===== src/rtl/mux_scan_ctrl.sv =====
// rtl/mux_scan_ctrl.sv - sequences a 4:1 mux select over enabled channels and packs sampled bits into a frame
module mux_scan_ctrl #(
  parameter int SETTLE = 2,
  parameter int CW     = 4
) (
  input  logic       clk,
  input  logic       rst,
  input  logic       start,
  input  logic       cont,
  input  logic [3:0] en_mask,
  input  logic       f,
  output logic [1:0] sin,
  output logic [3:0] frame,
  output logic       valid,
  input  logic       ready,
  output logic       busy
);

  typedef enum logic [1:0] {S_IDLE, S_SETTLE, S_DONE} state_t;

  localparam logic [CW-1:0] LAST = CW'(SETTLE - 1);

  state_t        state_q, state_d;
  logic [CW-1:0] cnt_q, cnt_d;
  logic [1:0]    sin_q, sin_d;
  logic [3:0]    shadow_q, shadow_d;
  logic [3:0]    mask_q, mask_d;
  logic [3:0]    frame_q, frame_d;
  logic          valid_q, valid_d;
  logic          busy_q, busy_d;
  logic [3:0]    shadow_cap;
  logic          has_next;
  logic [1:0]    next_sel;

  function automatic logic [1:0] lowest(input logic [3:0] m);
    lowest = 2'd0;
    for (int i = 3; i >= 0; i--)
      if (m[i]) lowest = 2'(i);
  endfunction

  always_comb begin
    has_next = 1'b0;
    next_sel = sin_q;
    for (int i = 0; i < 4; i++) begin
      if (!has_next && mask_q[i] && (i > int'(sin_q))) begin
        has_next = 1'b1;
        next_sel = 2'(i);
      end
    end
    shadow_cap        = shadow_q;
    shadow_cap[sin_q] = f;
  end

  always_comb begin
    state_d  = state_q;
    cnt_d    = cnt_q;
    sin_d    = sin_q;
    shadow_d = shadow_q;
    mask_d   = mask_q;
    frame_d  = frame_q;
    valid_d  = valid_q;
    busy_d   = busy_q;
    case (state_q)
      S_IDLE: begin
        if (start && (en_mask != 4'b0000)) begin
          mask_d   = en_mask;
          shadow_d = 4'b0000;
          sin_d    = lowest(en_mask);
          cnt_d    = '0;
          busy_d   = 1'b1;
          state_d  = S_SETTLE;
        end
      end
      S_SETTLE: begin
        if (cnt_q == LAST) begin
          shadow_d = shadow_cap;
          if (has_next) begin
            sin_d = next_sel;
            cnt_d = '0;
          end else begin
            frame_d = shadow_cap;
            valid_d = 1'b1;
            state_d = S_DONE;
          end
        end else begin
          cnt_d = cnt_q + CW'(1);
        end
      end
      S_DONE: begin
        if (ready) begin
          valid_d = 1'b0;
          // rescan decision uses the live mask at the moment of transfer
          if (cont && (en_mask != 4'b0000)) begin
            mask_d   = en_mask;
            shadow_d = 4'b0000;
            sin_d    = lowest(en_mask);
            cnt_d    = '0;
            state_d  = S_SETTLE;
          end else begin
            busy_d  = 1'b0;
            state_d = S_IDLE;
          end
        end
      end
      default: state_d = S_IDLE;
    endcase
  end

  always_ff @(posedge clk or posedge rst) begin
    if (rst) begin
      state_q  <= S_IDLE;
      cnt_q    <= '0;
      sin_q    <= 2'b00;
      shadow_q <= 4'b0000;
      mask_q   <= 4'b0000;
      frame_q  <= 4'b0000;
      valid_q  <= 1'b0;
      busy_q   <= 1'b0;
    end else begin
      state_q  <= state_d;
      cnt_q    <= cnt_d;
      sin_q    <= sin_d;
      shadow_q <= shadow_d;
      mask_q   <= mask_d;
      frame_q  <= frame_d;
      valid_q  <= valid_d;
      busy_q   <= busy_d;
    end
  end

  assign sin   = sin_q;
  assign frame = frame_q;
  assign valid = valid_q;
  assign busy  = busy_q;

endmodule


===== config.mk =====
export PLATFORM = sky130hd
export DESIGN_NAME = mux_scan_ctrl
export DESIGN_NICKNAME = d
export VERILOG_FILES = /design/src/rtl/mux_scan_ctrl.sv
export SDC_FILE = /design/constraint.sdc
export NUM_CORES = 1
export LEC_CHECK = 0
export ABC_CLOCK_PERIOD_IN_PS = 2600
export BUFFER_PORTS_ARGS = -buffer_cell sky130_fd_sc_hd__buf_2
export CORE_MARGIN = 2
export CORE_UTILIZATION = 53
export CTS_BUF_LIST = sky130_fd_sc_hd__clkbuf_8 sky130_fd_sc_hd__clkbuf_16
export DETAILED_ROUTE_END_ITERATION = 8
export GPL_TIMING_DRIVEN = 0
export PLACE_DENSITY = 0.75
export SYNTH_ARGS = -nofsm -noshare
export SYNTH_HDL_FRONTEND = slang
export SYNTH_SLANG_ARGS = --single-unit

===== constraint.sdc =====
create_clock -name clk -period 2.6 [get_ports clk]
set_clock_uncertainty 0.15 [all_clocks]
set_input_delay 0.26 -clock clk [delete_from_list [all_inputs] [get_ports clk]]
set_output_delay 0.26 -clock clk [all_outputs]
set_load 0.03 [all_outputs]

; After elaboration in Yosys (flattened, before gate mapping)
; Cells that the tools add are included.
[totals]
regBits = 22
in_bits = 10
output_inout_bits = 8
word_cells = 95
[op_classes]
add_sub_neg = 1
magnitude_cmp = 5
eq_ne = 12
mux = 45
bitwise = 1
reduce_logical = 23
[ops]
columns = cell, count
row1 = 4-bit two-way mux, 9
row2 = 2-bit two-way mux, 16
row3 = 4-bit case mux with 3 select lines, 2
row4 = 4-bit AND reduction, 4
row5 = 2-bit != test (second input constant), 7
row6 = 2-bit case mux with 3 select lines, 2
row7 = 1-bit two-way mux, 11
row8 = 5-bit AND reduction, 2
row9 = 1-bit logical AND, 8
row10 = 4-bit case mux with 2 select lines, 1
row11 = 7-bit AND reduction, 1
row12 = 4-bit by 1-bit adder with 4-bit output (second input constant), 1
row13 = 4-bit bitwise mux, 1
row14 = 4-bit by 1-bit equality test with 1-bit output (second input constant), 1
row15 = 2-bit greater-than comparator (first input constant), 2
row16 = 4-bit != test (second input constant), 1
row17 = 1-bit case mux with 2 select lines, 2
row18 = 2-bit nonzero test, 2
row19 = 4-bit nonzero test, 1
row20 = 2-bit by 3-bit less-than comparator with 1-bit output (second input constant), 1
row21 = 3-bit != test (second input constant), 1
row22 = 3-bit AND reduction, 1
row23 = 3-bit nonzero test, 1
row24 = 1-bit demux with 2-bit select, 1
row25 = 7 further kinds, 8

; Longest topological paths before layout
; Gate-level depths: netlist (run 1).
[depth]
ltp_word = 14
ltp_mapped = 7
ltp_nobuf = 7

; Worst setup path before layout (run 1)
; Ideal clock, no wire load.
[synth_path]
path_type = reg2reg
from = reg cnt_q[1]
to = reg sin_q[0], in the netlist sin[0]
setup_time_ns = 0.127
t_arrival_ns = 1.585
path_slack_ns = 0.738
stages_incl_launch_ff = 7
synth_period_minus_slack_ns = 1.862
path_cell_list = dfrtp_1 -> inv_1 -> ha_1 -> or3b_1 -> nor2_4 -> a21o_2 -> mux2_1
[synth_via]
elab_chain_cells = 3
[synth_lines]
columns = item, line_no
row1 = "start, declared", 24  ; logic [CW-1:0] cnt_q, cnt_d;
row2 = "start signal, assigned", 121  ; cnt_q <= cnt_d;
row3 = 4-bit by 1-bit equality test with 1-bit output, 75  ; if (cnt_q == LAST) begin
row4 = 2-bit != test (no source line), -
row5 = 7-bit AND reduction (no source line), -
row6 = "end signal, assigned", 122  ; sin_q <= sin_d;
row7 = "end, declared", 25  ; logic [1:0] sin_q, sin_d;
; Every way passes these cells.
; A chain may end at the register's enable or synchronous reset.

; Final worst setup path (run 1)
; Same ends and word-level chain as after synthesis.

==> impl_metrics.toml, run 1 <==
[sta]
tns_ns = 0
hold_viol = 21
worst_slack_ns = 0.613
worst_slew_pin_slew_ns = 0.755
grt_setup_unrepaired = "no"
clock.fmax_mhz = 503
drv_slew = 0
holdWs_ns = -0.0209
setup_viol = 0
period_share_pct = 76.4
slew_headroom_pct = 49.6
fin_crit_ns = 1.99

[drt]
drt_iter0_drc = 20
via_per_inst = 5.51
wl_per_cell_um = 12.5
drt_wl_total_um = 2050
drc_errors = 0
via_count = 904
ant_nets = 0
drt_first_pass_iters = 4

[clocking]
root_buffer = "clkbuf_8"
cts_buffers = 3
cts_max_level = 1
clock-sinks = 21
cts-hold-fix-buffers = 0
post_cts_resized = 0
clk_pin_slew_ns = 0.07
cts_tree = "built"
post_cts_buffers = 0
insertion_delay_ns = 0.25
clk_path_buf_depth = 2

[logic_synthesis]
synth_warnings = 0
synth_ff_type = "dfrtp_1"
netlist_area_um2 = 1140
synthesis.nets = 128
yosysSeqAreaShare_pct = 46.2
syn_inst = 116
async_flop_share_pct = 100
synth-seq-cells = 21
synth_edf_count = 0
synth.distinct_cells = 36
avgSynthCellArea_um2 = 9.82

[final_layout]
antenna_cells = 0
layout_common_cells = "21 x dfrtp_1, 17 x buf_2, 12 x nand2_1, 12 x nor2_1"
final_nets = 150
area_growth_pct = 14.5
layout-drive-gt1-share_pct = 24.8
final_area_um2 = 1300
fin_cells = 164
mostFrequentLayoutCell = "dfrtp_1"
post-route-util_pct = 65.1
fillerInstances = 172

[setup_path]
crit_path_end_kind = "register"
worstPathMaxFanout = 6
r2r_cells = 6
arrival_ns = 1.97
rrSetupSlack_ns = 0.61
timing.rr.start = "cnt_q[1]"
rr_endpoint = "sin[0]"
cp.required_ns = 2.59
crit_type = "register to register"
critPathLaunchType = "register"
crit_start = "cnt_q[1]"
crit_end = "sin[0]"

[min_path]
hold_path_class = "input pin to async pin"

[die]
die_w_um = 50.4
core_area_um2 = 2000
die_h_um = 50.4
start_util_pct = 56.9
io_pins = 18
rows = 16
die-area_um2 = 2540

[placement]
dp_slack_ns = 0.618
dpl_cell_area_um2 = 1260
dpl.cell_count = 160
gp_congestion = 0.862
io_buffers = 17
post-dp-hpwl_um = 1610

[outcome]
status = "complete, but fails checks"
violations = "negative hold slack"

[power_and_ir_drop]
power_density_nw_per_um2 = 1190
p_leak_nw = 0.574
power_mw = 1.56
peakVddDrop_mv = 0.630

[global_routing]
grt_antenna_before_repair = 0
grt_first_pass_wirelength_um = 3450
grt_pass1_vias = 847
grt_max_degree = 22
track_usage_pct = 17.9
grt_overflow = 0

[flow_run]
drv_cap = 0
synth_stat cells (all sizes together), types with 3 or more instances:
| cell | count | area share, % |
|---|---|---|
| nand2b | 4 | 2.4 |
| nand2 | 12 | 4.0 |
| a21oi | 9 | 4.9 |
| mux2i | 5 | 4.4 |
| o22ai | 3 | 1.6 |
| mux2 | 4 | 4.0 |
| a31oi | 3 | 2.2 |
| nor2 | 13 | 4.9 |
| o21ai | 15 | 6.6 |
| inv | 5 | 1.6 |
| dfrtp | 21 | 46 |
layer usage:
metal	part of all wire, %	GRT usage (%)	vias up	wire (um)
met4	0.54	8.11	0	11
met5	0	0	-	0
met1	50	23.9	431	1020
met2	46	28.7	15	941
li1	-	-	456	-
met3	3.7	2.68	2	75
layout make-up:
type                    instances  area [um2]  area share, %
inverters                       6        35.0           2.69
multi-input cells              87         563           43.2
plain buffers                   2        15.0           1.15
flip-flops and latches         21         526           40.3
clock buffers                   3        41.3           3.17
clock inverters                 1        5.00          0.384
well taps                      27        33.8           2.59
repair buffers                 17        85.1           6.53
sequential cells by signal, summed over array words and instances, names as in the netlist:
name and cells:
busy 1, cnt_q 4, valid 1, shadow_q 4
state_q 2, frame 4, mask_q 3, sin 2
critical path: stages, from the launching register on:
cell     delay, ns
dfrtp_1       0.39
inv_1         0.08
ha_1          0.14
or3b_1        0.41
nor2_4        0.17
a21o_2        0.20
mux2_1        0.33
cell families (layout without fill, tap and decap cells):
kind of cell	after synthesis	in the layout	share of synthesized area [%]
and+or+nand+nor	39	39	17.4
AOI/OAI and AO/OA	37	37	21.5
DFF	21	21	46.2
muxes	9	9	8.35
buffers and inverters	8	29	4.40
adders and majority gates	2	2	2.20
power breakdown:
group	total [mW]	internal (mW)	switching [mW]
registers	0.569	0.459	0.110
clock network	0.204	0.106	0.0975
logic	0.785	0.304	0.480
worst min path at each step:
| stage | depth (start not counted) | to | startpoint | slack (ns) |
|---|---|---|---|---|
| after floorplan | 1 | busy | rst | 0.09 |
| after global placement | 2 | valid | rst | 0.28 |
| after detailed placement | 2 | busy | rst | 0.29 |
| after CTS | 2 | busy | rst | 0.01 |
| after global routing | 2 | busy | rst | 0.05 |
| final | 2 | busy | rst | -0.02 |
(Power assumes the default switching activity.)
==> run 2, diff against run 1 <==
--- a/config.mk
+++ b/config.mk
@@ -5,7 +5,7 @@
 export SDC_FILE = /design/constraint.sdc
 export NUM_CORES = 1
 export LEC_CHECK = 0
-export ABC_CLOCK_PERIOD_IN_PS = 2600
+export ABC_CLOCK_PERIOD_IN_PS = 1900
 export BUFFER_PORTS_ARGS = -buffer_cell sky130_fd_sc_hd__buf_2
 export CORE_MARGIN = 2
 export CORE_UTILIZATION = 53
==> constraint.sdc (replaced) <==
create_clock -name clk -period 1.9 [get_ports clk]
set_clock_uncertainty 0.15 [all_clocks]
set_input_delay 0.19 -clock clk [delete_from_list [all_inputs] [get_ports clk]]
set_output_delay 0.19 -clock clk [all_outputs]
set_load 0.03 [all_outputs]
==> run 2 against run 1 <==
Net effect:
- the flow finishes with violations (negative setup slack)
- die area stayed put
- setup slack lost 0.63 ns
- via count rose by 4.5%
- wire length grew 11%
- final cell count is 4.9% higher
- fmax is 3.8% higher
- critical endpoint is now cnt_q[2]
==> impl_metrics.toml, run 2 (synthesis gave the netlist of run 1 again) <==
[final_layout]
antenna_cells = 0
mostFrequentLayoutCell = "dfrtp_1"
layout_common_cells = "21 x dfrtp_1, 17 x buf_2, 12 x nand2_1"
final_nets = 158
fillerInstances = 151
layout-drive-gt1-share_pct = 34.5
area_growth_pct = 25.3
final_area_um2 = 1430

[setup_path]
slowest_delay_ns = 0.51
crit_type = "register to register"
cp_cell_sequence = "ha_4, or3b_4, nor2_4, o221a_1, or4_1, a21oi_2"
critical-path-top-delay-family = "simple AND/OR/NAND/NOR gates"
cp.required_ns = 1.94
crit_path_end_kind = "register"
critPathLaunchType = "register"
arrival_ns = 1.95
path_buf_inv = 0
slowest_stage = "or4_1"
worstPathMaxFanout = 4

[drt]
drt_iter0_drc = 16
wl_per_cell_um = 13.2
drt_wl_total_um = 2270
via_count = 945
drt_first_pass_iters = 4
via_per_inst = 5.49
drc_errors = 0
ant_nets = 0

[die]
die_w_um = 50.4
start_util_pct = 56.9
io_pins = 18
die-area_um2 = 2540
die_h_um = 50.4
rows = 16
core_area_um2 = 2000

[power_and_ir_drop]
power_mw = 2.45
p_comb_share_pct = 56.3
power_density_nw_per_um2 = 1720
p_seq_share_pct = 32.1
peakVddDrop_mv = 1.05
intPower_mw = 1.38
switching_power_mw = 1.07
p_leak_nw = 0.626
swShare_pct = 43.8
pwr-share-clk_pct = 11.6

[clocking]
cts_buffers = 3
clk_pin_slew_ns = 0.07
cts_tree = "built"
cts_max_level = 1
clock-sinks = 21
insertion_delay_ns = 0.25
root_buffer = "clkbuf_8"
clk_path_buf_depth = 2

[placement]
gp_congestion = 0.862
dpl_cell_area_um2 = 1260
io_buffers = 17
post-dp-hpwl_um = 1610

[global_routing]
grt_first_pass_wirelength_um = 3510
track_usage_pct = 18.3
grt_antenna_before_repair = 0
grt_pass1_vias = 849
grt_overflow = 0
grt_max_degree = 22

[sta]
period_share_pct = 101
worst_slack_ns = -0.0141
grt_setup_unrepaired = "yes"
clock.fmax_mhz = 522
setup_viol = 1
worst_slew_pin_slew_ns = 0.749
fin_crit_ns = 1.91
hold_viol = 0
slew_headroom_pct = 50.0
drv_slew = 0

[flow_run]
drv_cap = 0

[min_path]
hold_path_class = "input pin to register"

[outcome]
violations = "negative setup slack"
status = "complete, but fails checks"
## run 2: final timing paths
path	startpoint	to	slack (ns)	cells after the start
hold / removal	ready	state_q[1]	0.008	2
max in group asynchronous	rst	frame[2]	0.68	3
setup / recovery	cnt_q[0]	cnt_q[2]	-0.01	6
setup reg to reg	cnt_q[0]	cnt_q[2]	-0.01	6
min in group asynchronous	rst	shadow_q[3]	0.46	3
hold reg to reg	frame[1]	frame[1]	0.33	2
## run 2: cell type report
type                            instances  area (um2)  area share (%)
Multi-Input combinational cell         87         619            43.4
Sequential cell                        21         526            36.8
Timing Repair Buffer                   25         151            10.6
Clock buffer                            3        41.3            2.89
Inverter                                6        35.0            2.46
Tap cell                               27        33.8            2.37
Buffer                                  2        15.0            1.05
Clock inverter                          1        5.00           0.351
## run 2: power by group through the flow
stage	Clock (mW)	Sequential, mW	Combinational, mW
3_3_place_gp	0	0.777	1.06
3_5_place_dp	0	0.789	1.07
6_report	0.285	0.787	1.38
2_1_floorplan	0	0.886	0.733
5_1_grt	0.314	0.814	1.51
4_1_cts	0.291	0.774	1.14
## run 2: per-stage QoR
stage / setup TNS (ns) / utilization (%) / hold WS (ns) / cells / worst slack [ns]
6_report: -0.0141 / 71.3 / 0.00813 / 172 / -0.0141
5_1_grt: -0.397 / 71.3 / 0.0382 / 172 / -0.0974
4_1_cts: -0.0293 / 66.8 / 0.00408 / 167 / -0.0289
3_5_place_dp: -0.0830 / 62.8 / 0.221 / 160 / -0.0817
3_3_place_gp: -0.0670 / 62.8 / 0.213 / 160 / -0.0595
2_1_floorplan: 0 / - / 0.0165 / 116 / 0.0377
## run 2: per-layer routing
layer	vias to the layer above	share of wire, %	track usage (%)
li1	473	-	-
met1	448	48	24.3
met2	20	47	28.9
met3	4	3.5	2.98
met4	0	1.5	9.46
met5	-	0	0
## run 2: repair_timing
item                                   in CTS  in global routing
pin swaps                                   2                  5
resized for setup                           2                 11
gates cloned                                0                  0
buffers inserted                            2                  5
setup endpoints to repair                   5                 13
endpoints found under the hold margin      21                  0
hold buffers                                1                  0
==> run 3, diff against run 2 <==
--- a/config.mk
+++ b/config.mk
@@ -5,6 +5,7 @@
 export SDC_FILE = /design/constraint.sdc
 export NUM_CORES = 1
 export LEC_CHECK = 0
+export ABC_AREA = 1
 export ABC_CLOCK_PERIOD_IN_PS = 1900
 export BUFFER_PORTS_ARGS = -buffer_cell sky130_fd_sc_hd__buf_2
 export CORE_MARGIN = 2
@@ -13,6 +14,7 @@
 export DETAILED_ROUTE_END_ITERATION = 8
 export GPL_TIMING_DRIVEN = 0
 export PLACE_DENSITY = 0.75
+export SLEW_MARGIN = 10
 export SYNTH_ARGS = -nofsm -noshare
 export SYNTH_HDL_FRONTEND = slang
 export SYNTH_SLANG_ARGS = --single-unit
==> run 3 against run 2 <==
Net effect:
- first-iteration DRC count up 31%
- sequential power up 2%
- synthesized cell count up 31%
- via count up 8.3%
- the run now ends clean
- largest power group unchanged
- critical path type unchanged
- critical endpoint is now sin[1]
- non-clock buffer count down 8
- utilization down 5.0 points
- register-to-register slack better by 0.29 ns
- sequential share of layout area up 2.4 points
- global-route usage up 3.1 points
- power down 4.0%
==> impl_metrics.toml, run 3 <==
[setup_path]
arrival_ns = 1.63
cp_cell_sequence = "inv_1, ha_1, nand3_2, nand2_1, inv_1, nor2_1, nand2_1, nand2_1, nand2_1"
rrSetupSlack_ns = 0.27
crit_start = "cnt_q[1]"
slowest_stage = "dfrtp_1"
rr_endpoint = "sin[1]"
slowest_delay_ns = 0.41
crit_type = "register to register"
cp_common_cell = "nand2_1"
worstPathMaxFanout = 4
crit_end = "sin[1]"
cp.required_ns = 1.91
crit_path_end_kind = "register"
critPathLaunchType = "register"
r2r_cells = 9
timing.rr.start = "cnt_q[1]"

[drt]
drt_wl_total_um = 2320
wl_per_cell_um = 11.6
via_per_inst = 5.09
drt_iter0_drc = 21
drc_errors = 0
ant_nets = 0
drt_first_pass_iters = 4
via_count = 1023

[sta]
clock.fmax_mhz = 615
worst_slack_ns = 0.274
period_share_pct = 85.6
fin_crit_ns = 1.63
worst_slew_pin_slew_ns = 0.793
grt_setup_unrepaired = "no"
slew_headroom_pct = 47.1
hold_viol = 0
tns_ns = 0
drv_slew = 0
setup_viol = 0

[final_layout]
fillerInstances = 181
mostFrequentLayoutCell = "nand2_1"
area_growth_pct = 14.9
final_nets = 187
layout_common_cells = "63 x nand2_1, 21 x dfrtp_1, 18 x buf_2"
layout-drive-gt1-share_pct = 19.5
antenna_cells = 0

[logic_synthesis]
yosys.area.top_type = "dfrtp_1"
syn_inst = 152
yosysSeqAreaShare_pct = 45.1
synth_ff_type = "dfrtp_1"
async_flop_share_pct = 100
yosysMostFrequentCell = "nand2_1"
netlist_area_um2 = 1160
yosys-top-cells-count = "63 x nand2_1, 21 x dfrtp_1, 15 x inv_1, 10 x nand3_1, 7 x o21ai_0"
synth-seq-cells = 21
yosys-top-cells-area = "dfrtp_1 45%, nand2_1 20%, inv_1 4.8%, nand3_1 4.3%, nor2_8 3.4%"
synth_edf_count = 0
synthesis.nets = 164
synth_warnings = 0
synth.distinct_cells = 22
yosys.area.top_type_share_pct = 45.1
avgSynthCellArea_um2 = 7.66

[clocking]
cts_tree = "built"
clock-sinks = 21
cts_max_level = 1
insertion_delay_ns = 0.26
clk_pin_slew_ns = 0.08
clk_path_buf_depth = 2
post_cts_resized = 0
cts_buffers = 3
root_buffer = "clkbuf_8"

[power_and_ir_drop]
p_leak_nw = 0.760
switching_power_mw = 1.14
pwr-share-clk_pct = 12.3
power_density_nw_per_um2 = 1760
peakVddDrop_mv = 0.965
intPower_mw = 1.22
swShare_pct = 48.4
p_comb_share_pct = 53.7
p_seq_share_pct = 34.0
power_mw = 2.36

[placement]
io_buffers = 17
dp_slack_ns = 0.298
post-dp-hpwl_um = 1700
gp_congestion = 0.828

[die]
rows = 16
start_util_pct = 57.6
die_w_um = 50.9
die_h_um = 50.9
io_pins = 18
die-area_um2 = 2590
core_area_um2 = 2020

[global_routing]
grt_first_pass_wirelength_um = 4150
grt_max_degree = 22
track_usage_pct = 21.4
grt_antenna_before_repair = 0
grt_pass1_vias = 992
grt_overflow = 0

[flow_run]
drv_cap = 0

[min_path]
hold_path_class = "input pin to register"

[outcome]
status = "finished clean"
## run 3: cell types whose count changed in the layout (fill, tap and decap cells not counted), moves of 3 or more
cell,change
nand3_1,+8
mux2_2,-3
buf_4,-6
a21oi_1,-3
inv_2,+4
o21ai_1,-7
nor2_1,-4
mux2i_1,-5
inv_1,+12
nand2b_1,-3
nand2_1,+51
## run 3: per-layer routing
metal,vias up,track usage [%],share of wire (%)
li1,523,-,-
met1,471,28.9,50
met2,24,33.8,45
met3,5,2.63,3.5
met4,0,11.3,2.2
met5,-,0,0
## run 3: power by group through the flow
stage	Sequential [mW]	Combinational, mW	Clock [mW]
3_5_place_dp	0.805	1.26	0
5_1_grt	0.832	1.44	0.304
6_report	0.802	1.26	0.290
2_1_floorplan	0.922	0.859	0
3_3_place_gp	0.798	1.23	0
4_1_cts	0.799	1.27	0.299
## run 3: timing repair
action | 4_1_cts | 5_1_grt
buffers inserted | 0 | 0
endpoints found under the hold margin | 21 | 0
setup endpoints to repair | 0 | 0
hold buffers | 1 | 0
## run 3: worst min path at each step
stage	startpoint	end	slack [ns]	cells after the start
2_1_floorplan	rst	busy	0.02	1
3_3_place_gp	rst	frame[1]	0.21	2
3_5_place_dp	rst	frame[1]	0.23	2
4_1_cts	start	busy	0.04	3
5_1_grt	en_mask[3]	mask_q[3]	0.06	3
6_report	en_mask[1]	mask_q[1]	0.05	3
## run 3: metrics by stage
stage               hold slack [ns]  utilization [%]  instances  area, um2
floorplan                    0.0165                -        152       1160
global placement              0.210             63.5        196       1280
detailed placement            0.233             63.5        196       1280
CTS                          0.0441             66.2        201       1340
global route                 0.0588             66.2        201       1340
finish                       0.0481             66.2        201       1340
## run 3: area by class of cell
cell class / count / area [um2] / area share, %
multi-input cells: 109 / 553 / 41.3
flip-flops and latches: 21 / 526 / 39.3
repair buffers: 18 / 95.1 / 7.10
inverters: 21 / 81.3 / 6.07
clock buffers: 3 / 41.3 / 3.08
well taps: 27 / 33.8 / 2.52
plain buffers: 1 / 5.00 / 0.374
clock inverters: 1 / 3.75 / 0.280
## run 3: cell families after synthesis
group                    synth area share [%]
AND/OR/NAND/NOR                          36.4
buffers and inverters                    7.41
flip-flops                               45.1
AO/OA/AOI/OAI                            8.16
adder cells (fa/ha/maj)                  2.15
XOR/XNOR                                0.752
## run 3: critical path: cells and delay by family, from the launching register on
kind                     cells  cell delay [ns]
flip-flops                   1             0.41
adder cells (fa/ha/maj)      1             0.16
buffers and inverters        2             0.18
AND/OR/NAND/NOR              6             0.63
